$ cat src/rtl/button_debounce_multi.sv
// Multi-channel button conditioner: two-flop synchroniser, debounce, press/release
// pulses, press toggle and one-shot long-press pulse per channel.
module button_debounce_multi #(
    parameter int                     NUM_BUTTONS       = 4,
    parameter int                     DEBOUNCE_CYCLES   = 1000,
    parameter int                     LONG_PRESS_CYCLES = 50000000,
    parameter logic [NUM_BUTTONS-1:0] TOGGLE_INIT       = {NUM_BUTTONS{1'b0}}
) (
    input  logic                   clk,
    input  logic                   rst_n,
    input  logic [NUM_BUTTONS-1:0] pressed,
    output logic [NUM_BUTTONS-1:0] level,
    output logic [NUM_BUTTONS-1:0] press_pulse,
    output logic [NUM_BUTTONS-1:0] release_pulse,
    output logic [NUM_BUTTONS-1:0] toggle,
    output logic [NUM_BUTTONS-1:0] long_press
);

    localparam int DEB_W  = $clog2(DEBOUNCE_CYCLES + 1);
    localparam int HOLD_W = $clog2(LONG_PRESS_CYCLES + 1);

    localparam logic [DEB_W-1:0]  DEB_LAST  = DEB_W'(DEBOUNCE_CYCLES - 1);
    localparam logic [DEB_W-1:0]  DEB_ONE   = DEB_W'(1);
    localparam logic [HOLD_W-1:0] HOLD_MAX  = HOLD_W'(LONG_PRESS_CYCLES);
    localparam logic [HOLD_W-1:0] HOLD_LAST = HOLD_W'(LONG_PRESS_CYCLES - 1);
    localparam logic [HOLD_W-1:0] HOLD_ONE  = HOLD_W'(1);

    for (genvar g = 0; g < NUM_BUTTONS; g++) begin : g_chan
        logic              sync1_q;
        logic              sync2_q;
        logic [DEB_W-1:0]  deb_cnt_q;
        logic [DEB_W-1:0]  deb_cnt_d;
        logic              level_q;
        logic              level_d;
        logic [HOLD_W-1:0] hold_cnt_q;
        logic [HOLD_W-1:0] hold_cnt_d;
        logic              long_fired_q;
        logic              long_fired_d;
        logic              press_q;
        logic              press_d;
        logic              release_q;
        logic              release_d;
        logic              toggle_q;
        logic              toggle_d;
        logic              long_q;
        logic              long_d;

        // Debounce: accept the synchronised level only after it differs for DEBOUNCE_CYCLES in a row.
        always_comb begin
            deb_cnt_d = deb_cnt_q;
            level_d   = level_q;
            if (sync2_q == level_q) begin
                deb_cnt_d = '0;
            end else if (deb_cnt_q == DEB_LAST) begin
                level_d   = sync2_q;
                deb_cnt_d = '0;
            end else begin
                deb_cnt_d = deb_cnt_q + DEB_ONE;
            end
        end

        // Edge pulses and toggle are derived from the level transition taken on this edge.
        always_comb begin
            press_d   = level_d & ~level_q;
            release_d = level_q & ~level_d;
            toggle_d  = toggle_q ^ press_d;
        end

        // Hold timer: counts registered high level, saturates, fires long-press once per press.
        always_comb begin
            hold_cnt_d   = hold_cnt_q;
            long_fired_d = long_fired_q;
            long_d       = 1'b0;
            if (!level_q) begin
                hold_cnt_d   = '0;
                long_fired_d = 1'b0;
            end else begin
                if (hold_cnt_q != HOLD_MAX) begin
                    hold_cnt_d = hold_cnt_q + HOLD_ONE;
                end else begin
                    hold_cnt_d = hold_cnt_q;
                end
                if ((hold_cnt_q == HOLD_LAST) && !long_fired_q) begin
                    long_d       = 1'b1;
                    long_fired_d = 1'b1;
                end else begin
                    long_d       = 1'b0;
                end
            end
        end

        // Channel state registers with synchronous active-low reset.
        always_ff @(posedge clk) begin
            if (!rst_n) begin
                sync1_q      <= 1'b0;
                sync2_q      <= 1'b0;
                deb_cnt_q    <= '0;
                level_q      <= 1'b0;
                hold_cnt_q   <= '0;
                long_fired_q <= 1'b0;
                press_q      <= 1'b0;
                release_q    <= 1'b0;
                toggle_q     <= TOGGLE_INIT[g];
                long_q       <= 1'b0;
            end else begin
                sync1_q      <= pressed[g];
                sync2_q      <= sync1_q;
                deb_cnt_q    <= deb_cnt_d;
                level_q      <= level_d;
                hold_cnt_q   <= hold_cnt_d;
                long_fired_q <= long_fired_d;
                press_q      <= press_d;
                release_q    <= release_d;
                toggle_q     <= toggle_d;
                long_q       <= long_d;
            end
        end

        assign level[g]         = level_q;
        assign press_pulse[g]   = press_q;
        assign release_pulse[g] = release_q;
        assign toggle[g]        = toggle_q;
        assign long_press[g]    = long_q;
    end

endmodule

$ cat config.mk
export PLATFORM = sky130hd
export DESIGN_NAME = button_debounce_multi
export DESIGN_NICKNAME = d
export VERILOG_FILES = /design/src/rtl/button_debounce_multi.sv
export SDC_FILE = /design/constraint.sdc
export NUM_CORES = 1
export LEC_CHECK = 0
export ABC_AREA = 1
export ABC_CLOCK_PERIOD_IN_PS = 3800
export BUFFER_PORTS_ARGS = -buffer_cell sky130_fd_sc_hd__clkbuf_2
export CORE_UTILIZATION = 25
export DETAILED_ROUTE_END_ITERATION = 16
export PLACE_DENSITY = 0.39
export SYNTH_ARGS = -nofsm -noshare
export SYNTH_HDL_FRONTEND = slang
export SYNTH_SLANG_ARGS = --single-unit
$ cat constraint.sdc
create_clock -name clk -period 3.8 [get_ports clk]
set_input_delay 0.76 -clock clk [delete_from_list [all_inputs] [get_ports clk]]
set_output_delay 0.76 -clock clk [all_outputs]
set_load 0.02 [all_outputs]
# == Word-level counts from Yosys, hierarchy flattened ==
# Index checks and enable logic that the tools add are counted.
# W data, S select, Z words.
# op_classes
n_addsub,8
n_eq_ne,16
muxes,12
n_bitwise,21
reduce_logical,16
# ops
op,n
$add A26 B1 Y26 const B,4
$eq A26 B26 Y1 const B,4
$ne A26 B26 Y1 const B,4
$add A10 B1 Y10 const B,4
$eq A10 B10 Y1 const B,4
$mux W1,12
$reduce_or A3 Y1,4
$not A1 Y1,9
$and A1 B1 Y1,8
$reduce_and A2 Y1,4
$eq A1 B1 Y1,4
$logic_and A1 B1 Y1,4
$logic_not A1 Y1,4
$xor A1 B1 Y1,4
# totals
ff_bits,176
in_bits,6
word_cells,113

# == Depth between registers and ports, before layout ==
# logic_depth
depth_word,5
mapped_depth,9
ltp_nobuf,9

# == Worst setup path before layout ==
# No wires, ideal clock.
# synth_timing
kind,input-to-reg
start,input rst_n
end,register g_chan[2].hold_cnt_q[13]
setup_ps,70
arrival_ps,1450
t_required_ps,3730
slack_ps,2281
cell_stages,6
n_path_buf,2
cell_sequence,buf_4 nand2_1 inv_1 buf_4 o21ai_0 a21oi_1
# synth_via
elab_chain_cells,1
# synth_lines
item,line,rtl
start: declaration,10,"input logic rst_n,"
$reduce_and A2 Y1 (no line),n/a,
end signal: assignment,110,hold_cnt_q <= hold_cnt_d;
end: declaration,35,logic [HOLD_W-1:0] hold_cnt_q;
# No other way between the ends.
# A chain may end at the register's enable or synchronous reset.

# == Worst setup path in the final report ==
# layout_timing
start,input rst_n
end,register g_chan[2].long_fired_q
# layout_via
elab_chain_cells,1
# layout_lines
item,line,rtl
$reduce_and A2 Y1 (no line),n/a,
end signal: assignment,111,long_fired_q <= long_fired_d;
end: declaration,37,logic long_fired_q;
# No other way between the ends.

==> impl_metrics.toml <==
[placement]
gp_congestion = 0.787
place_inst = 1828
post-dp-hpwl_um = 16500
io_buffers = 25

[setup_path]
critPathKind = "in2reg"
crit_fanout = 20
end_kind = "flip-flop"
r2r_setup_slack_ns = 2.05
arrival_ns = 2.48
crit_path_start_kind = "input port"
crit_required_ns = 4.17

[detailed_routing]
wl_per_cell_um = 11.8
finalWirelength_um = 21900
drcViolationCount = 0
first_pass_iters = 5
ant_nets = 0
vias = 8077
drt-vias-per-instance = 4.34
drt-initial-drc-count = 398

[global_routing]
grt-ovfl-total = 0
grt.total_usage = 0.128
grt_pass1_wl_um = 37400
first_global_vias = 7591
antenna_found_initial = 0
grt_max_degree = 22

[floorplan]
die_width_um = 192
initial_core_util = 0.253
die_y_um = 192
num_rows = 69
io_pins = 26
dieArea_um2 = 36700
coreArea_um2 = 35500

[layout]
drive_gt1_frac = 0.0801
final_cells = 1860
antennaDiodeCount = 0
nets = 1404
area_growth_pct = 11.8
multiInputGateArea_um2 = 4620
most-common-layout-cells = "nand2_1, nor2_1, dfxtp_1"
seq_area_um2 = 3520
layout_commonest_cell = "nand2_1"
fill_cells = 3984

[synthesis]
yosysUniqueCellTypes = 35
yosysTopAreaCell = "dfxtp_1"
async_flop_share = 0
yosysWarnings = 0
ys.flop_type = "dfxtp_1"
ys_seq_area_frac = 0.392
synth_top_area_share = 0.392
syn_inst = 1373
ys_top_cells_by_area = "dfxtp_1, nand2_1, nor2_1"
synth_edf_count = 0
ys_ff_latch = 176
netlist_area_um2 = 8980
synth.avg_cell_area_um2 = 6.54
synth_fp_nets = 1391

[pwr]
p_leak_nw = 3.11
peakVddDrop_mv = 0.311
powerDensity_nw_per_um2 = 359

[timing]
setup_tns_ns = 0
fin_crit_sh = 0.556
hold_viol_final = 0
worst_pin_slew_ns = 0.628
rsz0062_at_grt = "false"
slew_headroom = 0.581
min_period_ns = 2.11
clock_skew_ns = 0.00797
whs_ns = 0.420
final_max_slew_viol_count = 0
setup_violations = 0
fmax_ghz = 0.473

[cts]
cts_tree = "built"
numCtsBuffers = 17
post-cts-setup-buffers = 0
clk_pin_slew_ns = 0.07
cts-resized-gates = 0
cts_root_buf = "clkbuf_16"
cts_buffer_depth = 2
clk_latency_ns = 0.44
htreeDepth = 4
ctsHoldBuffers = 0
cts_sinks = 176

[hold_path]
hold_class = "reg2reg"

[run]
drv_cap = 0

[outcome]
status = "finished, final reports clean"
-- area by class of cell --
class / count / share of cell area
tap: 461 / 0.0574
clock inverter: 14 / 0.0126
sequential: 176 / 0.351
clock buffer: 18 / 0.0437
timing repair buffer: 25 / 0.0125
inverter: 169 / 0.0632
multi-input combinational: 997 / 0.460
-- power breakdown --
part           total (mW)  internal, mW  switching, mW
Combinational      0.0198       0.00578         0.0141
Clock                1.73         0.880          0.850
Sequential           1.85          1.85        0.00492
-- cell families after synthesis --
family,count (synthesis),share of synthesized area
compound gates,163,0.0945
buf+inv,200,0.0935
flops,176,0.392
fa+ha+maj,12,0.0167
simple gates,813,0.394
xor+xnor,9,0.00878
-- cell usage after synthesis (5+ instances only) --
library cell,number
a21oi_1,99
buf_2,5
buf_4,22
dfxtp_1,176
ha_1,12
inv_1,162
inv_2,6
nand2_1,329
nand2_2,8
nand3_1,86
nand3b_1,7
nand4_1,39
nor2_1,270
nor2_2,21
nor2_4,7
nor3_1,20
nor3b_1,10
o21a_1,5
o21ai_0,51
xor2_1,5
-- path summary, 6_finish.rpt --
check / start / endpoint / depth (start not counted)
worst max-delay path: rst_n / g_chan[2].long_fired_q / 5
worst min register to register: g_chan[2].sync1_q / g_chan[2].sync2_q / 2
worst max register to register: g_chan[2].level_q / g_chan[2].long_fired_q / 4
worst min-delay path: g_chan[2].sync1_q / g_chan[2].sync2_q / 2
-- through the flow --
| stage | util | power [mW] | worst slack, ns | cell area, µm² |
|---|---|---|---|---|
| 2_1_floorplan | - | 1.91 | 2.28 | 8980 |
| 3_3_place_gp | 0.267 | 1.92 | 1.22 | 9480 |
| 3_5_place_dp | 0.267 | 1.92 | 1.15 | 9480 |
| 5_1_grt | 0.283 | 3.76 | 1.44 | 10000 |
| 6_report | 0.283 | 3.60 | 1.69 | 10000 |
| 4_1_cts | 0.283 | 3.69 | 1.65 | 10000 |
-- state kept, by name, indices dropped and copies added (netlist names) --
signal / flops
g_chan.hold_cnt_q: 104
g_chan.deb_cnt_q: 40
g_chan.level_q: 4
g_chan.long_fired_q: 4
g_chan.long_q: 4
g_chan.press_q: 4
g_chan.release_q: 4
g_chan.sync1_q: 4
g_chan.sync2_q: 4
g_chan.toggle_q: 4
-- critical path, stage by stage --
cell and delay (ns):
clkbuf_2 0.37, nand2_1 0.43, inv_1 0.57, nand4_1 0.18
o21ai_0 0.17
-- per-layer routing --
layer,up-vias,wire [µm],global-route usage
met5,-,0,0
met3,20,550,0.0272
met4,0,312,0.0421
met1,3574,11200,0.167
li1,4408,-,-
met2,75,9860,0.209
(Power assumes the default switching activity.)
